`config.mk`:
```
export PLATFORM = sky130hd
export DESIGN_NAME = muladd_array_server
export DESIGN_NICKNAME = d
export VERILOG_FILES = /design/src/rtl/muladd_pkg.sv /design/src/rtl/muladd_arr_ram.sv /design/src/rtl/muladd_array_server.sv
export SDC_FILE = /design/constraint.sdc
export NUM_CORES = 1
export LEC_CHECK = 0
export BUFFER_PORTS_ARGS = -buffer_cell sky130_fd_sc_hd__clkbuf_2
export CAP_MARGIN = 0
export CORE_MARGIN = 2
export CORE_UTILIZATION = 46
export CTS_CLUSTER_SIZE = 40
export DETAILED_ROUTE_END_ITERATION = 6
export PLACE_DENSITY = 0.7
export REMOVE_ABC_BUFFERS = 1
export SLEW_MARGIN = 20
export SYNTH_ARGS = -nofsm -noshare
export SYNTH_HDL_FRONTEND = slang
export SYNTH_SLANG_ARGS = --single-unit
```
`constraint.sdc`:
```
create_clock -name clk -period 3.5 [get_ports clk]
set_input_delay 0.35 -clock clk [delete_from_list [all_inputs] [get_ports clk]]
set_output_delay 0.35 -clock clk [all_outputs]
set_load 0.02 [all_outputs]
```
`src/rtl/muladd_pkg.sv`:
```
// Shared constants and FSM state type for the muladd array server.
package muladd_pkg;

    localparam int DEPTH = 16;
    localparam int AW    = 4;
    localparam int DW    = 16;
    localparam int RW    = 32;

    typedef enum logic [1:0] {
        LOAD  = 2'd0,
        START = 2'd1,
        RUN   = 2'd2,
        OUT   = 2'd3
    } state_e;

endpackage

```
`src/rtl/muladd_arr_ram.sv`:
```
// Operand array: one write port plus one registered read port.
// Reads beyond DEPTH return zero; contents survive reset, only the
// read register is cleared.
module muladd_arr_ram #(
    parameter int DEPTH = muladd_pkg::DEPTH,
    parameter int AW    = muladd_pkg::AW,
    parameter int DW    = muladd_pkg::DW
) (
    input  logic          clk,
    input  logic          rst,
    input  logic          we,
    input  logic [AW-1:0] waddr,
    input  logic [DW-1:0] wdata,
    input  logic          ce,
    input  logic [AW-1:0] raddr,
    output logic [DW-1:0] q
);
    import muladd_pkg::*;

    localparam int IW = (DEPTH > 1) ? $clog2(DEPTH) : 1;

    logic [DW-1:0] mem [DEPTH];
    logic [DW-1:0] q_d;
    logic [DW-1:0] q_q;

    // Array storage; deliberately has no reset so a reload is required.
    always_ff @(posedge clk) begin
        if (we) begin
            mem[waddr[IW-1:0]] <= wdata;
        end
    end

    // Next read value: new word on ce, zero when out of range, else hold.
    always_comb begin
        q_d = q_q;
        if (ce) begin
            if (32'(raddr) < 32'(DEPTH)) begin
                q_d = mem[raddr[IW-1:0]];
            end else begin
                q_d = '0;
            end
        end
    end

    // Read data register giving the one-cycle BRAM latency the core expects.
    always_ff @(posedge clk) begin
        if (rst) begin
            q_q <= '0;
        end else begin
            q_q <= q_d;
        end
    end

    assign q = q_q;

endmodule

```
`src/rtl/muladd_array_server.sv`:
```
// Responder/driver for the muladd HLS core: loads the a/b operand arrays
// from a valid/ready stream, serves the core's BRAM reads, runs the
// ap_ctrl_hs handshake and hands ap_return downstream.
module muladd_array_server #(
    parameter int DEPTH = muladd_pkg::DEPTH,
    parameter int AW    = muladd_pkg::AW,
    parameter int DW    = muladd_pkg::DW,
    parameter int RW    = muladd_pkg::RW
) (
    input  logic          clk,
    input  logic          rst,
    input  logic          in_valid,
    output logic          in_ready,
    input  logic [DW-1:0] in_a,
    input  logic [DW-1:0] in_b,
    output logic          ap_start,
    input  logic          ap_ready,
    input  logic          ap_done,
    input  logic          ap_idle,
    input  logic [RW-1:0] ap_return,
    input  logic [AW-1:0] a_address0,
    input  logic          a_ce0,
    output logic [DW-1:0] a_q0,
    input  logic [AW-1:0] b_address0,
    input  logic          b_ce0,
    output logic [DW-1:0] b_q0,
    output logic          res_valid,
    input  logic          res_ready,
    output logic [RW-1:0] res_data,
    output logic          err
);
    import muladd_pkg::*;

    localparam logic [AW-1:0] LAST_IDX = AW'(DEPTH - 1);

    state_e        state_q, state_d;
    logic [AW-1:0] wr_idx_q, wr_idx_d;
    logic [RW-1:0] res_data_q, res_data_d;
    logic          err_q, err_d;
    logic          wr_en;
    logic          a_oor, b_oor, bad_phase;

    // ap_idle is observed only; no decision depends on it.
    logic unused_ap_idle;
    assign unused_ap_idle = ap_idle;

    muladd_arr_ram #(.DEPTH(DEPTH), .AW(AW), .DW(DW)) u_ram_a (
        .clk   (clk),
        .rst   (rst),
        .we    (wr_en),
        .waddr (wr_idx_q),
        .wdata (in_a),
        .ce    (a_ce0),
        .raddr (a_address0),
        .q     (a_q0)
    );

    muladd_arr_ram #(.DEPTH(DEPTH), .AW(AW), .DW(DW)) u_ram_b (
        .clk   (clk),
        .rst   (rst),
        .we    (wr_en),
        .waddr (wr_idx_q),
        .wdata (in_b),
        .ce    (b_ce0),
        .raddr (b_address0),
        .q     (b_q0)
    );

    assign a_oor     = a_ce0 && (32'(a_address0) >= 32'(DEPTH));
    assign b_oor     = b_ce0 && (32'(b_address0) >= 32'(DEPTH));
    assign bad_phase = (state_q == LOAD) || (state_q == OUT);

    // Next-state, load indexing, result capture and handshake outputs.
    always_comb begin
        state_d    = state_q;
        wr_idx_d   = wr_idx_q;
        res_data_d = res_data_q;
        wr_en      = 1'b0;
        in_ready   = (state_q == LOAD);
        ap_start   = (state_q == START);
        res_valid  = (state_q == OUT);

        case (state_q)
            LOAD: begin
                if (in_valid) begin
                    wr_en = 1'b1;
                    if (wr_idx_q == LAST_IDX) begin
                        wr_idx_d = '0;
                        state_d  = START;
                    end else begin
                        wr_idx_d = wr_idx_q + 1'b1;
                    end
                end
            end
            START: begin
                if (ap_ready) begin
                    if (ap_done) begin
                        res_data_d = ap_return;
                        state_d    = OUT;
                    end else begin
                        state_d = RUN;
                    end
                end
            end
            RUN: begin
                if (ap_done) begin
                    res_data_d = ap_return;
                    state_d    = OUT;
                end
            end
            OUT: begin
                if (res_ready) begin
                    state_d = LOAD;
                end
            end
            default: begin
                state_d = LOAD;
            end
        endcase
    end

    // Sticky protocol-error flag: bad addresses, reads or done outside a run.
    always_comb begin
        err_d = err_q;
        if (a_oor || b_oor) begin
            err_d = 1'b1;
        end
        if (bad_phase && (a_ce0 || b_ce0 || ap_done)) begin
            err_d = 1'b1;
        end
    end

    // State, write index, captured result and error registers.
    always_ff @(posedge clk) begin
        if (rst) begin
            state_q    <= LOAD;
            wr_idx_q   <= '0;
            res_data_q <= '0;
            err_q      <= 1'b0;
        end else begin
            state_q    <= state_d;
            wr_idx_q   <= wr_idx_d;
            res_data_q <= res_data_d;
            err_q      <= err_d;
        end
    end

    assign res_data = res_data_q;
    assign err      = err_q;

endmodule

```
==> run_results.csv, run 1 <==
group,metric,value,unit
run_status,status,"completed",
flow_run,max_cap_viol_count,0,
routing,ant_nets,0,
finish,nNetsFinal,1675,
synth,synth_warnings,0,
min_path,worstHoldPathCells,2,
min_path,holdCritPathClass,"in2reg",
die,die-area,50400,sq um
grt,grt_max_degree,59,
clocking,post_cts_buffers,0,
place,place_area,24000,sq um
grt,grt_pass1_wl,72.1,mm
setup_path,critPathKind,"reg2reg",
finish,final_cell_area,26200,sq um
setup_path,crit_required,3800,ps
place,dpl.hpwl,26.5,mm
power_and_ir_drop,peakVddDrop,0.000418,V
sta,drv_slew,0,
finish,layout_common_cells,"edfxtp_1 (512), mux2i_1 (257), clkbuf_2 (145)",
sta,relSlewSlack,24.7,%
clocking,clock_sinks,583,
setup_path,r2r_setup_slack,1010,ps
clocking,cts_buffers,57,
sta,min_period_over_period,71.3,%
sta,fin_skew,19.5,ps
finish,layout-drive-gt1-share,19.2,%
sta,finalSetupTns,0,ps
sta,fin_crit,2490,ps
finish,layout_commonest_cell,"edfxtp_1",
die,die_x,224,microns
place,gp_congestion,0.751,
clocking,cts_resized,0,
grt,grt_pass1_vias,12700,
die,start_util,46.7,%
synth,ys_ff_latch,583,
die,row_count,80,
min_path,hold_path_end,"res_data[14]",
die,die_h,224,microns
sta,finalSetupViolations,0,
clocking,clkTransAtPathRegs,60,ps
clocking,cts_htree_levels,2,
setup_path,cp_max_fo,18,
clocking,cts_tree,"built",
grt,overflow,0,
routing,avgRoutedWirePerCell,21.0,microns
routing,dr.first_iter.drc_count,899,
power_and_ir_drop,leakagePower,9.43,nW
synth,ys_seq_area_share,75.2,%
setup_path,cp-start-kind,"register",
synth,avgSynthCellArea,16.1,sq um
routing,wirelength,47.3,mm
grt,antenna_found_initial,2,
synth,synthCells,1386,
sta,fmax,0.401,GHz
setup_path,r2r-start,"state_q[0]",
setup_path,worst-endpoint-arrival,2800,ps
synth,netlist_area,22300,sq um
clocking,cts-root-buf,"clkbuf_16",
setup_path,r2r-end,"u_ram_a.mem[4][14]",
sta,rsz0062_at_grt,"false",
sta,hold_viol,0,
power_and_ir_drop,powerDensity,551,nW/um^2
routing,dr.pass1.iters,7,
routing,drc,0,
finish,syn_to_final_growth,17.2,%
grt,grt_use_total,18.9,%
routing,vias_per_cell,5.52,
setup_path,crit_path_end_kind,"register",
synth,synthDistinctLibCells,33,
min_path,hold_path_startpoint,"rst",
setup_path,r2r_cells,6,
routing,vias,12400,
place,port-buffer-count,147,
die,core_area,47800,sq um
sta,worstMarginPinSlew,1130,ps
clocking,clk_latency,610,ps
clocking,clk_path_buf_depth,3,
die,io_pins,149,
## worst max-delay path by stage
stage	startpoint	endpoint	slack, ps	cells after the start
after floorplan	state_q[0]	u_ram_a.mem[3][0]	-390	5
after global placement	state_q[0]	u_ram_b.mem[4][5]	1080	6
after detailed placement	state_q[0]	u_ram_b.mem[4][1]	1030	6
after CTS	state_q[0]	u_ram_b.mem[4][11]	1010	6
after global routing	state_q[0]	u_ram_b.mem[4][11]	880	6
final	state_q[0]	u_ram_a.mem[4][14]	1010	6
## flip-flops by register name, summed over array words and instances (netlist names)
register and cells:
u_ram_a.q 16, u_ram_b.mem 256, res_data 32, u_ram_b.q 16
u_ram_a.mem 256, state_q 2, err 1, wr_idx_q 4
## where the power goes
part           switching, mW  internal (mW)
Combinational          0.457          0.257
Sequential            0.0386           7.65
Clock                   2.50           3.52
## cell families (layout without fill, tap and decap cells)
| group | Yosys count | in the layout | share of synthesized area (%) |
|---|---|---|---|
| AO/OA/AOI/OAI | 170 | 170 | 5.22 |
| XOR/XNOR | 1 | 1 | 0.0392 |
| adder cells (fa/ha/maj) | 9 | 9 | 0.504 |
| buffers and inverters | 85 | 332 | 1.95 |
| flip-flops | 583 | 583 | 75.2 |
| multiplexers | 258 | 258 | 11.6 |
| other | 0 | 1 | 0 |
| AND/OR/NAND/NOR | 280 | 280 | 5.57 |
## Yosys cell counts, drive strengths merged
library cell / n / area, sq um
nand3b: 1 / 7.51
xor2: 1 / 8.76
clkbuf: 35 / 131
a2111oi: 1 / 27.5
and3b: 1 / 8.76
nand2b: 2 / 12.5
nor3: 5 / 25.0
a211oi: 1 / 7.51
mux2i: 257 / 2570
a21oi: 68 / 378
mux2: 1 / 11.3
o21ai: 2 / 10.0
a22oi: 96 / 721
and2: 4 / 25.0
nor3b: 1 / 12.5
edfxtp: 512 / 15400
a221oi: 1 / 15.0
dfxtp: 71 / 1420
inv: 4 / 15.0
or3b: 1 / 8.76
or4: 1 / 7.51
buf: 46 / 289
ha: 9 / 113
nor2: 22 / 82.6
a311oi: 1 / 8.76
nand2: 138 / 518
nor2b: 7 / 43.8
nand4: 1 / 12.5
nand3: 96 / 480
## timing repair
action / 4_1_cts / 5_1_grt
setup endpoints to repair: 0 / 0
hold buffers: 32 / 0
endpoints found under the hold margin: 32 / 0
## stage by stage
step / utilization (%) / power [mW] / std cells / hold slack (ps) / setup WS (ps)
final: 54.7 / 14.4 / 2249 / 60.5 / 1010
after global routing: 54.7 / 14.9 / 2249 / 57.8 / 885
after CTS: 54.7 / 14.5 / 2248 / 28.4 / 1010
after detailed placement: 50.2 / 8.53 / 2109 / 446 / 1030
after global placement: 50.2 / 8.51 / 2109 / 442 / 1080
after floorplan: - / 8.15 / 1305 / 416 / -389
## cell type report
type | instances | area, sq um
diodes | 1 | 2.50
clock buffers | 70 | 1480
clock inverters | 37 | 375
fillers | 3781 | 21700
inverters | 4 | 15.0
multi-input cells | 718 | 5240
flip-flops and latches | 583 | 16800
well taps | 615 | 769
repair buffers | 221 | 1510
## worst max-delay path, stage by stage, from the launching register on
cell,delay [ps]
dfxtp_1,330
inv_1,160
ha_1,290
and2_1,270
nand2_1,250
nor2_4,600
buf_12,270
## metal layers
| metal | vias up | wire (microns) | share of wire, % | track usage [%] |
|---|---|---|---|---|
| met5 | - | 11 | 0.023 | 0 |
| met4 | 2 | 1610 | 3.4 | 7.69 |
| met3 | 121 | 2630 | 5.6 | 2.99 |
| met2 | 378 | 23600 | 50 | 32.3 |
| met1 | 6202 | 19500 | 41 | 24.2 |
| li1 | 5720 | - | - | - |
No activity file was read; power rests on OpenSTA's default activity.
==> run 2, diff against run 1 <==
- ABC_AREA: not set -> 1
- PLACE_DENSITY: 0.7 -> 0.67
- clock period: 3.5 -> 2.4 ns (I/O delays scaled with it)
==> run_results.csv, run 2 <==
group,metric,value,unit
grt,grt_pass1_wl,83.7,mm
sta,fin_skew,18.1,ps
finish,layout_commonest_cell,"nand2_1",
min_path,holdCritPathClass,"in2reg",
setup_path,cp-start-kind,"register",
grt,grt_max_degree,129,
place,gp_congestion,0.783,
sta,hold_viol,0,
setup_path,worstPathCellList,"inv_1, ha_1, nand2_1, inv_1, nand2_1, nor2_4, buf_12",
clocking,cts_buffers,57,
die,die_h,230,microns
sta,finalSetupViolations,0,
grt,grt_use_total,20.3,%
setup_path,max_stage_delay,370,ps
die,die-area,53000,sq um
sta,fin_crit,2150,ps
setup_path,crit_family,"simple AND/OR/NAND/NOR gates",
place,port-buffer-count,147,
routing,dr.first_iter.drc_count,1390,
clocking,cts_resized,0,
finish,nNetsFinal,2329,
finish,multiInputGateArea,5660,sq um
synth,synthTopCellsByArea,"edfxtp_1 (65%), nand2_1 (11%), nand3_1 (8.9%), dfxtp_1 (6.0%), buf_6 (2.3%)",
place,dpl.hpwl,29.2,mm
power_and_ir_drop,pwr-share-clk,36.4,%
clocking,clk_path_buf_depth,3,
clocking,post_cts_buffers,0,
power_and_ir_drop,switching_share,25.3,%
clocking,cts_htree_levels,2,
clocking,clk_latency,600,ps
synth,synth_common_cells,"nand2_1 (691), edfxtp_1 (512), nand3_1 (418), nor2_1 (86), inv_1 (81)",
sta,relSlewSlack,39.4,%
clocking,cts-root-buf,"clkbuf_16",
setup_path,r2r-start,"state_q[0]",
setup_path,critPathSlowestCell,"dfxtp_1",
die,row_count,82,
setup_path,crit_required,2690,ps
power_and_ir_drop,powerDensity,850,nW/um^2
synth,synth_warnings,0,
power_and_ir_drop,switchingPower,5.85,mW
setup_path,worst-endpoint-arrival,2440,ps
flow_run,max_cap_viol_count,0,
synth,ys_seq_area_share,71.4,%
setup_path,cp_max_fo,13,
sta,drv_slew,0,
sta,worstMarginPinSlew,909,ps
synth,synth_most_common_cell,"nand2_1",
sta,worst_slack,253,ps
synth,avgSynthCellArea,11.3,sq um
min_path,hold_path_end,"u_ram_b.mem[8][0]",
setup_path,crit_path_end_kind,"register",
power_and_ir_drop,internal_power,17.2,mW
synth,ys_ff_latch,583,
synth,synthDistinctLibCells,19,
setup_path,r2r_cells,7,
min_path,worstHoldPathCells,1,
synth,synth_edf_count,512,
setup_path,r2r_setup_slack,250,ps
clocking,clkTransAtPathRegs,60,ps
grt,antenna_found_initial,0,
clocking,cts_tree,"built",
place,place_area,25100,sq um
run_status,status,"completed",
finish,final_cell_area,27200,sq um
die,start_util,46.7,%
finish,layout-drive-gt1-share,13.3,%
finish,syn_to_final_growth,15.4,%
setup_path,cp_num_buf_inv,3,
min_path,hold_path_startpoint,"in_b[0]",
synth,synthArstFlopShare,0,%
finish,layout_common_cells,"nand2_1 (691), edfxtp_1 (512), nand3_1 (418)",
sta,rsz0062_at_grt,"false",
routing,vias_per_cell,5.24,
sta,finalSetupTns,0,ps
routing,drc,0,
die,io_pins,149,
synth,synth_top_area_share,65.3,%
finish,n_fill_cell,4089,
power_and_ir_drop,finalPower,23.1,mW
grt,overflow,0,
routing,avgRoutedWirePerCell,18.2,microns
power_and_ir_drop,p_comb_share,12.3,%
die,core_area,50400,sq um
sta,fmax,0.466,GHz
clocking,clock_sinks,583,
setup_path,critPathKind,"reg2reg",
finish,seq_area,16800,sq um
place,pre_cts_ws,286,ps
synth,synth_largest_area_cell,"edfxtp_1",
routing,wirelength,54.0,mm
synth,ys.flop_type,"edfxtp_1",
grt,grt_pass1_vias,15100,
synth,synthCells,2075,
routing,ant_nets,0,
routing,vias,15500,
sta,min_period_over_period,89.5,%
synth,netlist_area,23500,sq um
power_and_ir_drop,peakVddDrop,0.000704,V
finish,antenna_cells,0,
setup_path,r2r-end,"u_ram_a.mem[9][8]",
power_and_ir_drop,p_seq_share,51.3,%
power_and_ir_drop,leakagePower,10.4,nW
die,die_x,230,microns
routing,dr.pass1.iters,7,
-- run 2: worst register-to-register path, delay by kind of cell, from the launching register on --
kind                       cells  cell delay (ps)
buffers and inverters          3              520
and+or+nand+nor                3              750
adders and majority gates      1              200
DFF                            1              370
-- run 2: power by group through the flow --
stage	combinational, mW	sequential, mW	clock [mW]
after floorplan	1.25	12.3	0
after global placement	2.69	12.0	0
after detailed placement	2.80	12.0	0
after CTS	2.86	11.8	8.57
after global routing	3.14	11.9	8.93
final	2.85	11.8	8.40
-- run 2: kinds of logic after synthesis --
kind of cell	count (synthesis)	share of synthesized area, %
compound gates	77	1.68
simple gates	1198	21.4
flops	583	71.4
buf+inv	208	5.12
fa+ha+maj	9	0.478
-- run 2: worst max-delay path by stage --
stage | to | cells past startpoint | slack, ps | start
floorplan | u_ram_a.mem[11][0] | 6 | -510 | state_q[0]
global placement | res_data[6] | 5 | 310 | state_q[0]
detailed placement | u_ram_a.mem[9][14] | 7 | 290 | state_q[0]
CTS | u_ram_b.mem[8][4] | 7 | 270 | state_q[0]
global route | u_ram_b.mem[9][3] | 7 | 120 | state_q[1]
finish | u_ram_a.mem[9][8] | 7 | 250 | state_q[0]
-- run 2: layer usage --
metal | vias up | global-route usage [%] | part of all wire [%]
met5 | - | 0 | 0
met4 | 0 | 5.56 | 1.9
met3 | 76 | 3.73 | 6.8
met2 | 537 | 34.5 | 49
li1 | 7441 | - | -
met1 | 7455 | 26.6 | 42
-- run 2: timing repair --
action,4_1_cts,5_1_grt
endpoints found under the hold margin,32,0
endpoints found under the setup margin,0,0
hold buffers,32,0
-- run 2: area by class of cell --
| class | count | area share, % |
|---|---|---|
| Clock buffer | 73 | 5.66 |
| Clock inverter | 33 | 0.824 |
| Inverter | 85 | 1.18 |
| Multi-Input combinational cell | 1284 | 20.8 |
| Sequential cell | 583 | 61.8 |
| Tap cell | 672 | 3.09 |
| Timing Repair Buffer | 228 | 6.58 |
-- run 2: stage by stage --
| step | instances | hold slack [ps] | util, % |
|---|---|---|---|
| after floorplan | 1952 | 309 | - |
| after global placement | 2819 | 437 | 49.7 |
| after detailed placement | 2820 | 441 | 49.8 |
| after CTS | 2958 | 12.2 | 53.9 |
| after global routing | 2958 | 44.6 | 53.9 |
| final | 2958 | 53.1 | 53.9 |
==> run 3, diff against run 2 <==
--- a/config.mk
+++ b/config.mk
@@ -18,3 +18,4 @@
 export SYNTH_ARGS = -nofsm -noshare
 export SYNTH_HDL_FRONTEND = slang
+export SYNTH_HIERARCHICAL = 1
 export SYNTH_SLANG_ARGS = --single-unit
==> constraint.sdc (replaced) <==
create_clock -name clk -period 2.4 [get_ports clk]
set_input_delay 0.12 -clock clk [delete_from_list [all_inputs] [get_ports clk]]
set_output_delay 0.12 -clock clk [all_outputs]
set_load 0.02 [all_outputs]
==> run_results.csv, run 3 <==
group,metric,value,unit
setup_path,cp_max_fo,13,
grt,overflow,0,
sta,fin_skew,20.9,ps
finish,nNetsFinal,2472,
routing,avgRoutedWirePerCell,18.0,microns
sta,finalSetupViolations,0,
die,io_pins,149,
setup_path,cp-start-kind,"register",
setup_path,r2r-start,"state_q[0]",
power_and_ir_drop,finalPower,24.3,mW
min_path,hold_path_startpoint,"in_a[9]",
routing,dr.first_iter.drc_count,1397,
sta,finalHoldWorstSlack,11.0,ps
die,die-area,53700,sq um
grt,grt_use_total,20.7,%
sta,relSlewSlack,36.9,%
synth,ys_ff_latch,583,
sta,rsz0062_at_grt,"false",
sta,finalSetupTns,0,ps
routing,drc,0,
setup_path,cp_common_cell,"inv_1",
setup_path,max_stage_delay,400,ps
grt,grt_pass1_wl,86.4,mm
clocking,clkTransAtPathRegs,60,ps
clocking,cts_tree,"built",
finish,syn_to_final_growth,17.6,%
sta,worstMarginPinSlew,947,ps
die,row_count,83,
sta,min_period_over_period,91.5,%
power_and_ir_drop,powerDensity,866,nW/um^2
setup_path,crit_required,2720,ps
routing,vias,16200,
synth,synthDistinctLibCells,21,
finish,layout-drive-gt1-share,13.6,%
finish,layout_commonest_cell,"nand2_1",
routing,wirelength,56.1,mm
synth,synth_warnings,6,
setup_path,cp-startpoint,"state_q[0]",
die,core_area,51300,sq um
place,dpl.hpwl,33.6,mm
setup_path,crit_path_end_kind,"register",
setup_path,worstPathCellList,"inv_1, ha_1, nand2_1, inv_1, nand3_1, nor2_2, buf_4",
place,port-buffer-count,147,
clocking,clk_path_buf_depth,3,
routing,ant_nets,0,
clocking,cts-root-buf,"clkbuf_16",
sta,fin_crit,2200,ps
grt,antenna_found_initial,0,
synth,synthArstFlopShare,0,%
setup_path,critPathSlowestCell,"inv_1",
grt,grt_pass1_vias,15800,
sta,drv_slew,0,
routing,vias_per_cell,5.21,
grt,grt_max_degree,129,
routing,dr.pass1.iters,7,
synth,ys_seq_area_share,70.4,%
power_and_ir_drop,peakVddDrop,0.000701,V
sta,fmax,0.455,GHz
synth,synth_top_area_share,64.4,%
min_path,holdCritPathClass,"in2reg",
sta,worst_slack,204,ps
place,pre_cts_ws,263,ps
clocking,clk_latency,620,ps
synth,synthCells,2173,
synth,synth_largest_area_cell,"edfxtp_1",
flow_run,max_cap_viol_count,0,
setup_path,critPathKind,"reg2reg",
synth,avgSynthCellArea,11.0,sq um
run_status,status,"completed",
setup_path,worst-endpoint-arrival,2520,ps
clocking,cts_buffers,60,
synth,synth_common_cells,"nand2_1 (763), edfxtp_1 (512), nand3_1 (423), nor2_1 (176), inv_1 (83)",
die,start_util,46.5,%
die,die_x,232,microns
synth,ys.flop_type,"edfxtp_1",
synth,synthTopCellsByArea,"edfxtp_1 (64%), nand2_1 (12%), nand3_1 (8.9%), dfxtp_1 (6.0%), nor2_1 (2.8%)",
power_and_ir_drop,leakagePower,11.0,nW
synth,synth_most_common_cell,"nand2_1",
die,die_h,232,microns
synth,netlist_area,23900,sq um
clocking,cts_htree_levels,2,
sta,hold_viol,0,
synth,synth_edf_count,512,
clocking,clock_sinks,583,
finish,layout_common_cells,"nand2_1 (763), edfxtp_1 (512), nand3_1 (423)",
place,gp_congestion,0.804,
finish,antenna_cells,0,
[run 3: stage by stage]
| stage | utilization (%) | instance area (sq um) | std cells |
|---|---|---|---|
| after floorplan | - | 22900 | 2052 |
| after global placement | 49.7 | 25500 | 2942 |
| after detailed placement | 49.7 | 25500 | 2942 |
| after CTS | 54.7 | 28100 | 3115 |
| after global routing | 54.7 | 28100 | 3115 |
| final | 54.7 | 28100 | 3115 |
[run 3: report_power, final]
part	internal [mW]	switching, mW
sequential	11.6	0.233
combinational	1.06	2.29
clock	5.29	3.80
total	18.0	6.33
[run 3: path summary, 6_finish.rpt]
check / end / slack (ps) / depth (start not counted)
max reg2reg: u_ram_a/mem[13][7] / 200 / 7
min: u_ram_a/mem[8][9] / 10 / 1
max: u_ram_a/mem[13][7] / 200 / 7
min reg2reg: err / 500 / 2
[run 3: per-layer routing]
layer,GRT usage (%),vias to the layer above,part of all wire [%],routed length (microns)
met5,0,-,0,0
met3,3.67,107,6.1,3450
met1,27.3,7831,42,23400
met2,34.9,518,49,27700
li1,-,7784,-,-
met4,6.83,0,2.7,1500
[run 3: area by class of cell]
type	count	area (sq um)
clock buffers	81	1620
clock inverters	31	315
fillers	4306	23200
inverters	88	333
multi-input cells	1381	5900
flip-flops and latches	583	16800
well taps	680	851
repair buffers	271	2250
[run 3: cells by family (layout without fill, tap and decap cells)]
| group | after synthesis | in the layout | share of synthesized area, % |
|---|---|---|---|
| xor+xnor | 1 | 1 | 0.0367 |
| fa+ha+maj | 6 | 6 | 0.315 |
| compound gates | 6 | 6 | 0.194 |
| flops | 583 | 583 | 70.4 |
| simple gates | 1368 | 1368 | 23.8 |
| buf+inv | 209 | 471 | 5.26 |
[run 3: critical path, delay by kind of cell, from the launching register on]
family | cells | cell delay (ps)
buf+inv | 3 | 730
fa+ha+maj | 1 | 190
simple gates | 3 | 640
flops | 1 | 350
[run 3: what timing repair did]
action / in CTS / in global routing
buffers inserted: 0 / 0
endpoints found under the setup margin: 0 / 0
hold buffers: 61 / 0
resized for setup: 0 / 0
hold endpoints to repair: 401 / 0
